==> src/rtl/lfsr_msg_encryptor_pkg.sv <==
// enc_pkg: shared types, frame constants and config helpers for the
// 64-byte LFSR message encryptor and its verification models.
package enc_pkg;

    localparam int NBYTES  = 64;
    localparam int MIN_PRE = 10;
    localparam int MAX_MSG = 52;
    localparam logic [7:0] ASCII_BIAS = 8'h20;

    typedef enum logic [2:0] {
        IDLE,
        PRE,
        MSG,
        POST,
        DONE
    } enc_state_t;

    // The nine maximal-length tap masks; index 0 is 7'h60.
    localparam int NUM_TAPS = 9;
    localparam logic [8:0][6:0] LEGAL_TAPS = {
        7'h7B, 7'h7E, 7'h5C, 7'h69, 7'h6A, 7'h72, 7'h78, 7'h48, 7'h60
    };

    // Preamble requests below the minimum are raised to it.
    function automatic logic [5:0] eff_pre(input logic [5:0] req);
        if (req < 6'(MIN_PRE)) begin
            return 6'(MIN_PRE);
        end
        return req;
    endfunction

    // Message length clipped to the character limit and to the room left after the preamble.
    function automatic logic [5:0] eff_len(input logic [5:0] req, input logic [5:0] pre);
        logic [6:0] room;
        logic [6:0] len;
        room = 7'(NBYTES) - {1'b0, pre};
        len  = {1'b0, req};
        if (len > 7'(MAX_MSG)) begin
            len = 7'(MAX_MSG);
        end
        if (len > room) begin
            len = room;
        end
        return len[5:0];
    endfunction

endpackage

==> src/rtl/lfsr_msg_encryptor_lfsr7_step.sv <==
// lfsr7_step: one step of the 7-bit Fibonacci LFSR plus the parity-tagged
// cipher byte formed from the current state and a 7-bit plaintext.
module lfsr7_step (
    input  logic [6:0] state,
    input  logic [6:0] taps,
    input  logic [6:0] plain,
    output logic [6:0] next_state,
    output logic [7:0] cipher
);

    logic [6:0] masked;

    // Shift left, feed back the parity of the tapped bits, and tag the cipher with even-ones parity.
    always_comb begin
        next_state  = {state[5:0], ^(state & taps)};
        masked      = plain ^ state;
        cipher      = {^masked, masked};
    end

endmodule

==> src/rtl/lfsr_msg_encryptor.sv <==
// lfsr_msg_encryptor: streams one 64-byte cipher frame (preamble, message,
// postamble) through a single-entry valid/ready output register.
// Optional macro ENC_LFSR_DBG_EN adds the lfsr_dbg output showing the LFSR
// state that produced the byte currently on out_data.
module lfsr_msg_encryptor
    import enc_pkg::*;
(
    input  logic       clk,
    input  logic       rst_n,
    input  logic       start,
    input  logic [6:0] tap_ptrn,
    input  logic [6:0] lfsr_init,
    input  logic [5:0] pre_len,
    input  logic [5:0] msg_len,
    input  logic       in_valid,
    input  logic [7:0] in_data,
    output logic       in_ready,
    output logic       out_valid,
    output logic [7:0] out_data,
    input  logic       out_ready,
    output logic       busy,
    output logic       ack
`ifdef ENC_LFSR_DBG_EN
    ,
    output logic [6:0] lfsr_dbg
`endif
);

    enc_state_t state, state_nxt;

    logic [6:0] lfsr;
    logic [6:0] taps_q;
    logic [5:0] idx;
    logic [5:0] pre_q;
    logic [5:0] len_q;
    logic [7:0] out_data_q;
    logic       out_valid_q;
    logic       ack_q;

    logic       can_load;
    logic       load;
    logic       ack_set;
    logic [6:0] plain;
    logic [6:0] msg_plain;
    logic [6:0] step_next;
    logic [7:0] step_cipher;
    logic [6:0] msg_end;
    logic       last_pre;
    logic       last_msg;
    logic       last_byte;
    logic [5:0] cfg_pre;
    logic       in_data_msb_unused;

    // The bias only touches the low seven bits that survive into the cipher.
    assign msg_plain          = in_data[6:0] - ASCII_BIAS[6:0];
    assign in_data_msb_unused = in_data[7];

    assign can_load  = !out_valid_q || out_ready;
    assign msg_end   = {1'b0, pre_q} + {1'b0, len_q} - 7'd1;
    assign last_pre  = (idx == pre_q - 6'd1);
    assign last_msg  = ({1'b0, idx} == msg_end);
    assign last_byte = (idx == 6'(NBYTES - 1));
    assign cfg_pre   = eff_pre(pre_len);

    lfsr7_step u_step (
        .state      (lfsr),
        .taps       (taps_q),
        .plain      (plain),
        .next_state (step_next),
        .cipher     (step_cipher)
    );

    // State register; reset abandons any partial frame.
    always_ff @(posedge clk or negedge rst_n) begin
        if (!rst_n) begin
            state <= IDLE;
        end else begin
            state <= state_nxt;
        end
    end

    // Frame sequencing: decides when a byte loads, what plaintext it carries, and the next phase.
    always_comb begin
        state_nxt = state;
        load      = 1'b0;
        ack_set   = 1'b0;
        plain     = 7'h00;
        in_ready  = 1'b0;
        case (state)
            IDLE: begin
                if (start) begin
                    state_nxt = PRE;
                end
            end
            PRE: begin
                if (can_load) begin
                    load = 1'b1;
                    if (last_pre) begin
                        state_nxt = (len_q == 6'd0) ? POST : MSG;
                    end
                end
            end
            MSG: begin
                in_ready = can_load;
                if (in_valid && can_load) begin
                    load  = 1'b1;
                    plain = msg_plain;
                    if (last_msg) begin
                        state_nxt = last_byte ? DONE : POST;
                    end
                end
            end
            POST: begin
                if (can_load) begin
                    load = 1'b1;
                    if (last_byte) begin
                        state_nxt = DONE;
                    end
                end
            end
            DONE: begin
                if (can_load) begin
                    ack_set   = 1'b1;
                    state_nxt = IDLE;
                end
            end
            default: begin
                state_nxt = IDLE;
            end
        endcase
    end

    // Config latch on start, LFSR/index advance per loaded byte, and the output holding register.
    always_ff @(posedge clk or negedge rst_n) begin
        if (!rst_n) begin
            lfsr        <= 7'h01;
            taps_q      <= 7'h00;
            idx         <= 6'd0;
            pre_q       <= 6'd0;
            len_q       <= 6'd0;
            out_data_q  <= 8'h00;
            out_valid_q <= 1'b0;
            ack_q       <= 1'b0;
        end else begin
            ack_q <= ack_set;
            if (state == IDLE && start) begin
                taps_q <= tap_ptrn;
                lfsr   <= (lfsr_init == 7'h00) ? 7'h01 : lfsr_init;
                idx    <= 6'd0;
                pre_q  <= cfg_pre;
                len_q  <= eff_len(msg_len, cfg_pre);
            end
            if (load) begin
                out_data_q  <= step_cipher;
                out_valid_q <= 1'b1;
                lfsr        <= step_next;
                idx         <= idx + 6'd1;
            end else if (out_valid_q && out_ready) begin
                out_valid_q <= 1'b0;
            end
        end
    end

`ifdef ENC_LFSR_DBG_EN
    logic [6:0] lfsr_dbg_q;

    // Remember which LFSR state formed the byte now sitting in the output register.
    always_ff @(posedge clk or negedge rst_n) begin
        if (!rst_n) begin
            lfsr_dbg_q <= 7'h00;
        end else if (load) begin
            lfsr_dbg_q <= lfsr;
        end
    end

    assign lfsr_dbg = lfsr_dbg_q;
`endif

    assign out_valid = out_valid_q;
    assign out_data  = out_data_q;
    assign busy      = (state != IDLE);
    assign ack       = ack_q;

endmodule
==> config.mk <==
export PLATFORM = sky130hd
export DESIGN_NAME = lfsr_msg_encryptor
export DESIGN_NICKNAME = d
export VERILOG_FILES = /design/src/rtl/lfsr_msg_encryptor_pkg.sv /design/src/rtl/lfsr_msg_encryptor_lfsr7_step.sv /design/src/rtl/lfsr_msg_encryptor.sv
export SDC_FILE = /design/constraint.sdc
export NUM_CORES = 1
export LEC_CHECK = 0
export CAP_MARGIN = 20
export CORE_MARGIN = 2
export CORE_UTILIZATION = 45
export DETAILED_ROUTE_END_ITERATION = 16
export PLACE_DENSITY = 0.69
export SLEW_MARGIN = 15
export SYNTH_ARGS = -nofsm -noshare
export SYNTH_HDL_FRONTEND = slang
export SYNTH_SLANG_ARGS = --single-unit
==> constraint.sdc <==
create_clock -name clk -period 3.28 [get_ports clk]
set_input_delay 0.656 -clock clk [delete_from_list [all_inputs] [get_ports clk]]
set_output_delay 0.656 -clock clk [all_outputs]
set_load 0.01 [all_outputs]
# After elaboration in Yosys (flattened, before gate mapping)
# Index checks and enable logic that the tools add are counted.
[totals]
regBits = 45
latchBits = 0
mem_bits_rw = 0
mem_bits_ro = 0
output_inout_bits = 12
n_memories = 0
[classes]
add_sub_neg = 6
n_mul = 0
div = 0
order_cmp = 3
n_eq_ne = 15
n_shift = 0
muxes = 31
n_bitwise = 2
reduce_logical = 15
[op_table]
columns = ["operator", "n"]
rows = [
  ["7-bit 2-to-1 mux", 6],
  ["6-bit 2-to-1 mux", 6],
  ["3-bit 2-to-1 mux", 9],
  ["2-bit inequality test, second input constant", 8],
  ["3-bit case mux with 5 select lines", 1],
  ["7-bit XOR reduction", 2],
  ["1-bit 2-to-1 mux", 8],
  ["8-bit AND reduction", 1],
  ["6-bit by 6-bit adder with 7-bit output", 1],
  ["7-bit AND", 1],
  ["6-bit by 7-bit == test with 1-bit output", 1],
  ["7-bit > comparator", 1],
  ["7-bit zero test", 1],
  ["7-bit by 1-bit subtractor with 7-bit output, second input constant", 1],
  ["7-bit by 6-bit subtractor with 7-bit output, first input constant", 1],
  ["7-bit by 6-bit subtractor with 7-bit output, second input constant", 1],
  ["7-bit bitwise XOR", 1],
  ["6-bit by 1-bit adder with 6-bit output, second input constant", 1],
  ["3-bit by 2-bit == test with 1-bit output, second input constant", 2],
  ["6-bit == test", 1],
  ["6-bit == test, second input constant", 1],
  ["6-bit > comparator, second input constant", 1],
  ["6-bit zero test", 1],
  ["6-bit by 4-bit less-than comparator with 1-bit output, second input constant", 1],
  ["11 further kinds", 14],
]

# Depth between registers and ports, before layout
# Gate-level depths: netlist of run 1.
[logic_depth]
depth_word = 7
ltp_mapped = 13
mapped_depth_nobuf = 13

# By module
# Synthesis of run 1 repeated with hierarchy kept, for this count alone.
[hier_totals]
hier_cells = 377
hier_area_um2 = 3195.6
[by_module_without_submodules]
columns = ["mod", "n_inst", "cells_each", "area_per_inst_um2", "seq_area_each_um2"]
rows = [
  ["lfsr_msg_encryptor", 1, 349, 2915.3, 1127.3],
  ["lfsr7_step", 1, 28, 280.3, 0.0],
]

# Worst setup path before layout of run 1
# No wires, ideal clock.
[synth_timing]
path_type = "input to register"
start = "input pre_len[4]"
end = "register len_q[0]"
setup_time_ns = 0.077
t_arrival_ns = 2.611
t_required_ns = 3.203
slack_ns = 0.592
stages = 11
path_buffers = 0
path_cell_list = "nor2_1 > nand2_1 > nand2_1 > ha_1 > nand3_1 > o21ai_0 > ha_1 > a211oi_1 > a21o_1 > mux2_1 > o21ai_1"
[synth_between]
elab_chain_len = 6
[synth_rtl]
columns = ["element", "line", "rtl"]
rows = [
  ["start, declared", "lfsr_msg_encryptor.sv:13", "input logic [5:0] pre_len,"],
  ["6-bit by 4-bit less-than comparator with 1-bit output", "lfsr_msg_encryptor_pkg.sv:26", "if (req < 6'(MIN_PRE)) begin"],
  ["1-bit 2-to-1 mux", "lfsr_msg_encryptor_pkg.sv:26", ""],
  ["6-bit 2-to-1 mux *", "lfsr_msg_encryptor_pkg.sv:29", "return req;"],
  ["7-bit by 6-bit subtractor with 7-bit output *", "lfsr_msg_encryptor_pkg.sv:36", "room = 7'(NBYTES) - {1'b0, pre};"],
  ["7-bit > comparator", "lfsr_msg_encryptor_pkg.sv:41", "if (len > room) begin"],
  ["6-bit 2-to-1 mux *", "lfsr_msg_encryptor_pkg.sv:41", ""],
  ["end signal, assigned", "lfsr_msg_encryptor.sv:151", "len_q <= eff_len(msg_len, cfg_pre);"],
  ["end, declared", "lfsr_msg_encryptor.sv:35", "logic [5:0] len_q;"],
]
# Every way passes the cells marked *; elsewhere a longest branch is shown, timed or not.
# A chain may end at the register's enable or synchronous reset.

# Final worst setup path of run 1
[layout_timing]
start = "input pre_len[3]"
end = "register len_q[0]"
# The elaborated chain is that of the path after synthesis.

==> reports/summary.log, run 1 <==
INFO  logic_synthesis ys_dominant_reg_cell=dfrtp_1
INFO  worst_setup_path critical-path-top-delay-family=compound AO/OA/AOI/OAI gates
INFO  power          power.share.switching=30.03%
INFO  worst_setup_path worstSetupStartpointType=input port
INFO  grt            grt_antenna_before_repair=0
INFO  final_layout   filler_cell_count=629
INFO  grt            globalRoute.totalOverflow=0
INFO  routing        drtIter0Drc=134
INFO  sta            clock_skew=0.009320ns
INFO  logic_synthesis ys_ff_latch=45
INFO  cts            cts_repair_resize_count=0
INFO  grt            pin_count_of_the_biggest_net_entering_global_routing=46
INFO  grt            grt_first_pass_wirelength=11.23mm
INFO  worst_setup_path sum_of_buffers_and_inverters_on_the_critical_path=1
INFO  worst_setup_path timing.setup.critical_path_class=input port to register
INFO  logic_synthesis seq_area_frac_synth=35.14%
INFO  worst_setup_path top_cell_by_count_worst_path=ha_1
INFO  sta            fin_crit=3.038ns
INFO  worst_setup_path crit_path_top_delay_cell=clkdlybuf4s50_1
INFO  floorplan      starting_utilization_of_the_core_area=46.96%
INFO  power          switching_pwr=0.0003904W
INFO  routing        vias=2678
INFO  logic_synthesis asyncSetResetFlopFracSynth=100.0%
INFO  final_layout   n_antenna_cell=0
INFO  logic_synthesis syn_avg_cell_area=8.532µm²
INFO  worst_setup_path cpPeakStageDelay=0.49ns
INFO  sta            timing_worst_slew_pin_value=0.7434ns
INFO  outcome        run_status=completed
INFO  sta            fmax=329.2MHz
INFO  final_layout   layout.cells.most_common=nand2_1
INFO  cts            tritoncts=done
INFO  power          power.clock.fraction=27.4%
INFO  cts            postCtsSetupRepairBufs=0
INFO  cts            cts_buffers=5
INFO  final_layout   layout.cells.most_common_list=nand2_1, clkdlybuf4s50_1, dfrtp_1
INFO  power          comb_power_share=24.4%
INFO  power          design_power_total=0.001300W
INFO  logic_synthesis synthesis.instances=376
INFO  cts            clk_pin_slew=0.09ns
INFO  power          cellPowerDensity=329.4nW/µm²
INFO  grt            grt_util_all_layers=18.19%
INFO  cts            ctsLongestPathBuffers=2
INFO  cts            holdBufCountCts=0
INFO  logic_synthesis synth-warning-count=0
INFO  place          count_of_input_and_output_buffers=49
INFO  routing        drtAntennaViolNets=0
INFO  worst_setup_path worst-endpoint-required=3.51ns
INFO  worst_setup_path worstPathMaxFanout=3
INFO  cts            clk-insertion-delay-late=0.30ns
INFO  cts            clock_sinks=45
INFO  sta            period_share=92.62%
INFO  worst_setup_path crit_path_cell_trace=clkdlybuf4s50_1, nand2_1, a21oi_1, ha_1, nand3_1, o21ai_0, ha_1, a211oi_1, a21o_1, mux2_1, o21ai_1
INFO  sta            max_slew_margin=50.44%
INFO  logic_synthesis syn_nets=436
INFO  logic_synthesis synth_edf_count=0
INFO  flow_run       max_cap_viol_count=0
INFO  routing        wl_per_cell=12.51µm
INFO  floorplan      boundaryPins=51
INFO  power          total_leakage_power=1.772nW
INFO  place          detailedPlacementHpwl=5.130mm
INFO  routing        drt-pass1-iter-count=4
INFO  place          gp_routability_congestion=0.8675
INFO  power          cellInternalPower=0.0009098W
INFO  final_layout   design.final.nets=490
INFO  worst_setup_path worstPathArrival=3.26ns
INFO  floorplan      die_h=88.44µm
INFO  worst_hold_path timing.hold.worst.class=input port to asynchronous set/reset pin
INFO  routing        vias_per_cell=5.082
INFO  floorplan      die_w=88.44µm
INFO  final_layout   area_delta_synth_final=23.05%
INFO  sta            final_hold_vios=0
INFO  floorplan      rows=30
INFO  final_layout   post_route_cells_drive_above_1_share=8.353%
INFO  sta            timing_max_transition_violations_final=0
INFO  sta            unrepaired_setup_endpoints_after_global_routing=false
INFO  logic_synthesis synthDistinctLibCells=59
INFO  grt            grt_pass1_vias=2475
INFO  cts            ctsHtreeMaxLevel=2
INFO  routing        drt_wl_total=6.593mm
INFO  power          max_ir_drop_vdd=176.9µV
INFO  sta            report.final.setup_viol=0
INFO  worst_setup_path worstSetupEndpointType=register
INFO  floorplan      placeableCoreArea=6832µm²
INFO  cts            ctsRootBufferMaster=clkbuf_8
INFO  floorplan      design.die.area=7821µm²
INFO  logic_synthesis syn_area=3208µm²
INFO  routing        drt_drc_violations_left=0
INFO  final_layout   final_core_utilization=57.78%
INFO  power          seq_power_share=48.2%
flip-flops by register name, indices dropped and copies added (netlist names):
register,count
out_data,8
lfsr,7
taps_q,7
idx,6
len_q,6
pre_q,6
state,3
ack,1
out_valid,1
worst paths after layout:
| check | to | depth (start not counted) | slack [ns] | startpoint |
|---|---|---|---|---|
| max in group asynchronous | lfsr[0] | 2 | 2.40 | rst_n |
| worst max register to register | state[2] | 12 | 0.71 | pre_q[1] |
| min in group clk | taps_q[2] | 2 | 0.48 | taps_q[2] |
| worst max-delay path | len_q[0] | 11 | 0.24 | pre_len[3] |
| worst min-delay path | pre_q[1] | 1 | 0.32 | rst_n |
| worst min register to register | taps_q[2] | 2 | 0.48 | taps_q[2] |
power groups by stage:
stage / clock, W / sequential (W) / combinational [W]
floorplan: 0 / 0.000623 / 0.000198
CTS: 0.000368 / 0.000627 / 0.000316
detailed placement: 0 / 0.000638 / 0.000315
global placement: 0 / 0.000637 / 0.000308
finish: 0.000356 / 0.000626 / 0.000318
global route: 0.000387 / 0.000632 / 0.000355
cell usage after synthesis (7+ instances only):
cell,instances,area [µm²]
nand3_1,7,35.03
nand2_1,79,296.5
nor2_1,16,60.06
nor3_1,8,40.04
xor2_1,14,122.6
ha_1,20,250.2
o21ai_1,23,115.1
xnor2_1,28,245.2
inv_1,28,105.1
dfrtp_1,44,1101
clkbuf_1,8,30.03
o21ai_0,8,40.04
nand2b_1,7,43.79
metrics by stage:
| step | area (µm²) | setup slack, ns | cells | TNS, ns | hold slack [ns] |
|---|---|---|---|---|---|
| 6_report | 3948 | 0.2421 | 527 | 0 | 0.3186 |
| 3_3_place_gp | 3826 | -0.02573 | 518 | -0.02597 | 0.4631 |
| 2_1_floorplan | 3208 | 0.5920 | 376 | 0 | 0.3604 |
| 5_1_grt | 3948 | 0.07145 | 527 | 0 | 0.3463 |
| 3_5_place_dp | 3826 | -0.05620 | 518 | -0.09706 | 0.4621 |
| 4_1_cts | 3920 | 0.2425 | 526 | 0 | 0.4869 |
layer usage:
metal / share of wire (%) / track usage, %
met5: 0 / 0
met4: 1.6 / 5.647
met3: 3.6 / 3.078
met2: 46 / 29.19
met1: 48 / 25.26
cell families after synthesis:
family	count (synthesis)	share of synthesized area, %
flops	45	35.14
fa+ha+maj	21	8.424
xor+xnor	44	12.48
mux	7	2.340
buf+inv	45	6.162
compound gates	77	15.84
simple gates	137	19.62
area by class of cell:
| class | instances | area, µm² | area share (%) |
|---|---|---|---|
| timing repair buffer | 64 | 618.1 | 15.66 |
| sequential | 45 | 1127 | 28.56 |
| clock buffer | 5 | 68.82 | 1.743 |
| multi-input combinational | 286 | 1883 | 47.70 |
| clock inverter | 3 | 25.02 | 0.6339 |
| inverter | 28 | 105.1 | 2.662 |
| tap | 96 | 120.1 | 3.043 |
Note: power is estimated with default switching activity, not from simulation.
==> run 2, diff against run 1 <==
--- a/config.mk
+++ b/config.mk
@@ -8,6 +8,7 @@
 export CAP_MARGIN = 20
 export CORE_MARGIN = 2
 export CORE_UTILIZATION = 45
+export CTS_CLUSTER_SIZE = 40
 export DETAILED_ROUTE_END_ITERATION = 16
 export PLACE_DENSITY = 0.69
 export SLEW_MARGIN = 15
==> results of run 2 <==
No change in the layout: final DEF, timing and power equal those of run 1.
==> run 3, diff against run 2 <==
--- a/config.mk
+++ b/config.mk
@@ -7,10 +7,10 @@
 export LEC_CHECK = 0
 export CAP_MARGIN = 20
 export CORE_MARGIN = 2
-export CORE_UTILIZATION = 45
+export CORE_UTILIZATION = 50
 export CTS_CLUSTER_SIZE = 40
 export DETAILED_ROUTE_END_ITERATION = 16
-export PLACE_DENSITY = 0.69
+export PLACE_DENSITY = 0.75
 export SLEW_MARGIN = 15
 export SYNTH_ARGS = -nofsm -noshare
 export SYNTH_HDL_FRONTEND = slang
==> reports/summary.log, run 3 (same netlist as run 1, synthesis figures left out) <==
INFO  sta            holdWs=0.2070ns [-0.1116 ns]
INFO  routing        vias_per_cell=5.345 [+5.2%]
INFO  sta            report.final.setup_viol=0 [unchanged]
INFO  grt            grt_pass1_vias=2558 [+3.4%]
INFO  floorplan      boundaryPins=51 [unchanged]
INFO  final_layout   design.final.nets=489 [-0.20%]
INFO  floorplan      starting_utilization_of_the_core_area=51.11% [+4.1 points]
INFO  routing        drtIter0Drc=183 [+37%]
INFO  power          total_leakage_power=1.774nW [+0.12%]
INFO  worst_setup_path timing.reg2reg.worst_path_depth=11 [-1]
INFO  cts            ctsHtreeMaxLevel=2 [unchanged]
INFO  worst_hold_path timing.hold.worst.class=input port to asynchronous set/reset pin
INFO  routing        wl_per_cell=13.18µm [+5.4%]
INFO  routing        met1Wirelength=3.150mm [-1.2%]
INFO  worst_setup_path worstSetupStartpoint=pre_len[2]
INFO  cts            clk_pin_slew=0.09ns [about the same]
INFO  sta            clock_skew=0.009961ns [+0.0006408 ns]
INFO  final_layout   final_core_utilization=62.55% [+4.8 points]
INFO  sta            fin_crit=3.054ns [+0.01579 ns]
INFO  worst_setup_path worstSetupEndpointType=register
INFO  sta            unrepaired_setup_endpoints_after_global_routing=false
INFO  grt            grt_antenna_before_repair=0 [unchanged]
INFO  power          design_power_total=0.001366W [+5.0%]
INFO  cts            cts_repair_resize_count=0 [unchanged]
INFO  sta            fmax=327.5MHz [-0.52%]
INFO  sta            timing_worst_slew_pin_value=0.7539ns [+0.01047 ns]
INFO  place          placed_cells_incl_taps=498 [-3.9%]
INFO  cts            holdBufCountCts=0 [unchanged]
INFO  worst_setup_path worstPathMaxFanout=3 [unchanged]
INFO  worst_setup_path worstPathArrival=3.27ns [about the same]
INFO  sta            period_share=93.10% [+0.48 points]
INFO  grt            grt_util_all_layers=19.42% [+1.2 points]
INFO  final_layout   n_antenna_cell=0 [unchanged]
INFO  flow_run       max_cap_viol_count=0 [unchanged]
INFO  routing        vias=2710 [+1.2%]
INFO  cts            clk-insertion-delay-late=0.30ns [about the same]
INFO  routing        topRoutingLayerUsed=met4
INFO  place          detailedPlacementHpwl=5.260mm [+2.5%]
INFO  grt            grt_first_pass_wirelength=11.42mm [+1.7%]
INFO  worst_setup_path worstSetupStartpointType=input port
INFO  power          max_ir_drop_vdd=264.6µV [+50%]
INFO  floorplan      placeableCoreArea=6277µm² [-8.1%]
INFO  floorplan      die_h=84.10µm [-4.9%]
INFO  sta            final_hold_vios=0 [unchanged]
INFO  final_layout   largest_register_ffs=8 [unchanged]
INFO  cts            ctsLongestPathBuffers=2 [unchanged]
INFO  grt            pin_count_of_the_biggest_net_entering_global_routing=46 [unchanged]
INFO  worst_setup_path worst-endpoint-required=3.50ns [about the same]
INFO  cts            tritoncts=done
INFO  floorplan      rows=29 [-3.3%]
INFO  final_layout   post_route_cells_drive_above_1_share=7.907% [-0.45 points]
INFO  final_layout   layout.cells.most_common=nand2_1
INFO  final_layout   area_delta_synth_final=22.39%
INFO  routing        met3_wirelength=234µm [-1.3%]
INFO  place          count_of_input_and_output_buffers=49 [unchanged]
INFO  final_layout   layout.cells.most_common_list=nand2_1, clkdlybuf4s50_1, dfrtp_1
INFO  outcome        run_status=completed
INFO  cts            postCtsSetupRepairBufs=0 [unchanged]
INFO  floorplan      design.die.area=7073µm² [-9.6%]
INFO  power          cellPowerDensity=347.9nW/µm² [+5.6%]
INFO  cts            clock_sinks=45 [unchanged]
INFO  place          gp_routability_congestion=0.8749 [+0.85%]
INFO  cts            ctsRootBufferMaster=clkbuf_8
INFO  sta            max_slew_margin=49.74% [-0.70 points]
INFO  sta            timing_max_transition_violations_final=0 [unchanged]
INFO  grt            globalRoute.totalOverflow=0 [unchanged]
INFO  worst_setup_path timing.rr.start=pre_q[1]
INFO  routing        drtAntennaViolNets=0 [unchanged]
INFO  floorplan      die_w=84.10µm [-4.9%]
INFO  worst_setup_path worstReg2RegEnd=state[2]
INFO  final_layout   final-instance-count-excl-fill=507 [-3.8%]
INFO  routing        drt_drc_violations_left=0 [unchanged]
INFO  routing        drt-pass1-iter-count=4 [unchanged]
INFO  worst_setup_path timing.setup.critical_path_class=input port to register
INFO  cts            cts_buffers=5 [unchanged]
INFO  worst_setup_path worst-r2r-setup-slack=0.66ns [-0.05 ns]
INFO  routing        routed-wl-met2=3.177mm [+3.7%]
INFO  routing        drt_wl_total=6.684mm [+1.4%]
-- run 3: cell types whose count changed in the layout (fill, tap and decap cells not counted) --
cell | before | now
buf_12 | 0 | 1
buf_16 | 1 | 0
buf_4 | 14 | 13
bufinv_16 | 0 | 1
clkbuf_1 | 0 | 1
clkinvlp_4 | 1 | 0
inv_6 | 1 | 0
-- run 3: how the worst max path moves through the flow --
stage | to | depth (start not counted) | slack (ns)
final | len_q[0] | 11 | 0.23
after global routing | len_q[0] | 11 | 0.11
after CTS | len_q[0] | 11 | 0.23
after detailed placement | len_q[0] | 11 | -0.08
after global placement | len_q[1] | 12 | 0.002
after floorplan | len_q[0] | 11 | 0.59
-- run 3: worst max-delay path, cell delays in order --
cell and delay (ns):
clkdlybuf4s50_1 0.50, nand2_1 0.06, a21oi_1 0.20, ha_1 0.22
nand3_1 0.08, o21ai_0 0.29, ha_1 0.33, a211oi_1 0.27
a21o_1 0.21, mux2_1 0.34, o21ai_1 0.11
-- run 3: area by class of cell --
type	instances	area [µm²]
clock buffer	6	72.57
clock inverter	2	38.79
fill	525	2351
inverter	28	105.1
multi-input combinational	286	1883
sequential	45	1127
tap	77	96.34
timing repair buffer	63	603.1
-- run 3: metal layers --
metal | vias up | track usage [%]
met4 | 0 | 7.185
met1 | 1259 | 25.65
li1 | 1384 | -
met3 | 11 | 2.967
met5 | - | 0
met2 | 56 | 32.32
-- run 3: per-stage QoR --
| stage | setup slack [ns] | TNS [ns] | instance area (µm²) |
|---|---|---|---|
| 2_1_floorplan | 0.5920 | 0 | 3208 |
| 3_3_place_gp | 0.001536 | 0 | 3795 |
| 3_5_place_dp | -0.08032 | -0.2347 | 3795 |
| 4_1_cts | 0.2254 | 0 | 3906 |
| 5_1_grt | 0.1133 | 0 | 3926 |
| 6_report | 0.2263 | 0 | 3926 |
-- run 3: power breakdown --
part | internal, W | switching [W] | total, W | leakage, nW
sequential | 0.000584 | 0.0000455 | 0.000629 | 0.585
combinational | 0.000172 | 0.000147 | 0.000319 | 1.13
clock | 0.000229 | 0.000189 | 0.000418 | 0.0554
total | 0.000984 | 0.000381 | 0.00137 | 1.77
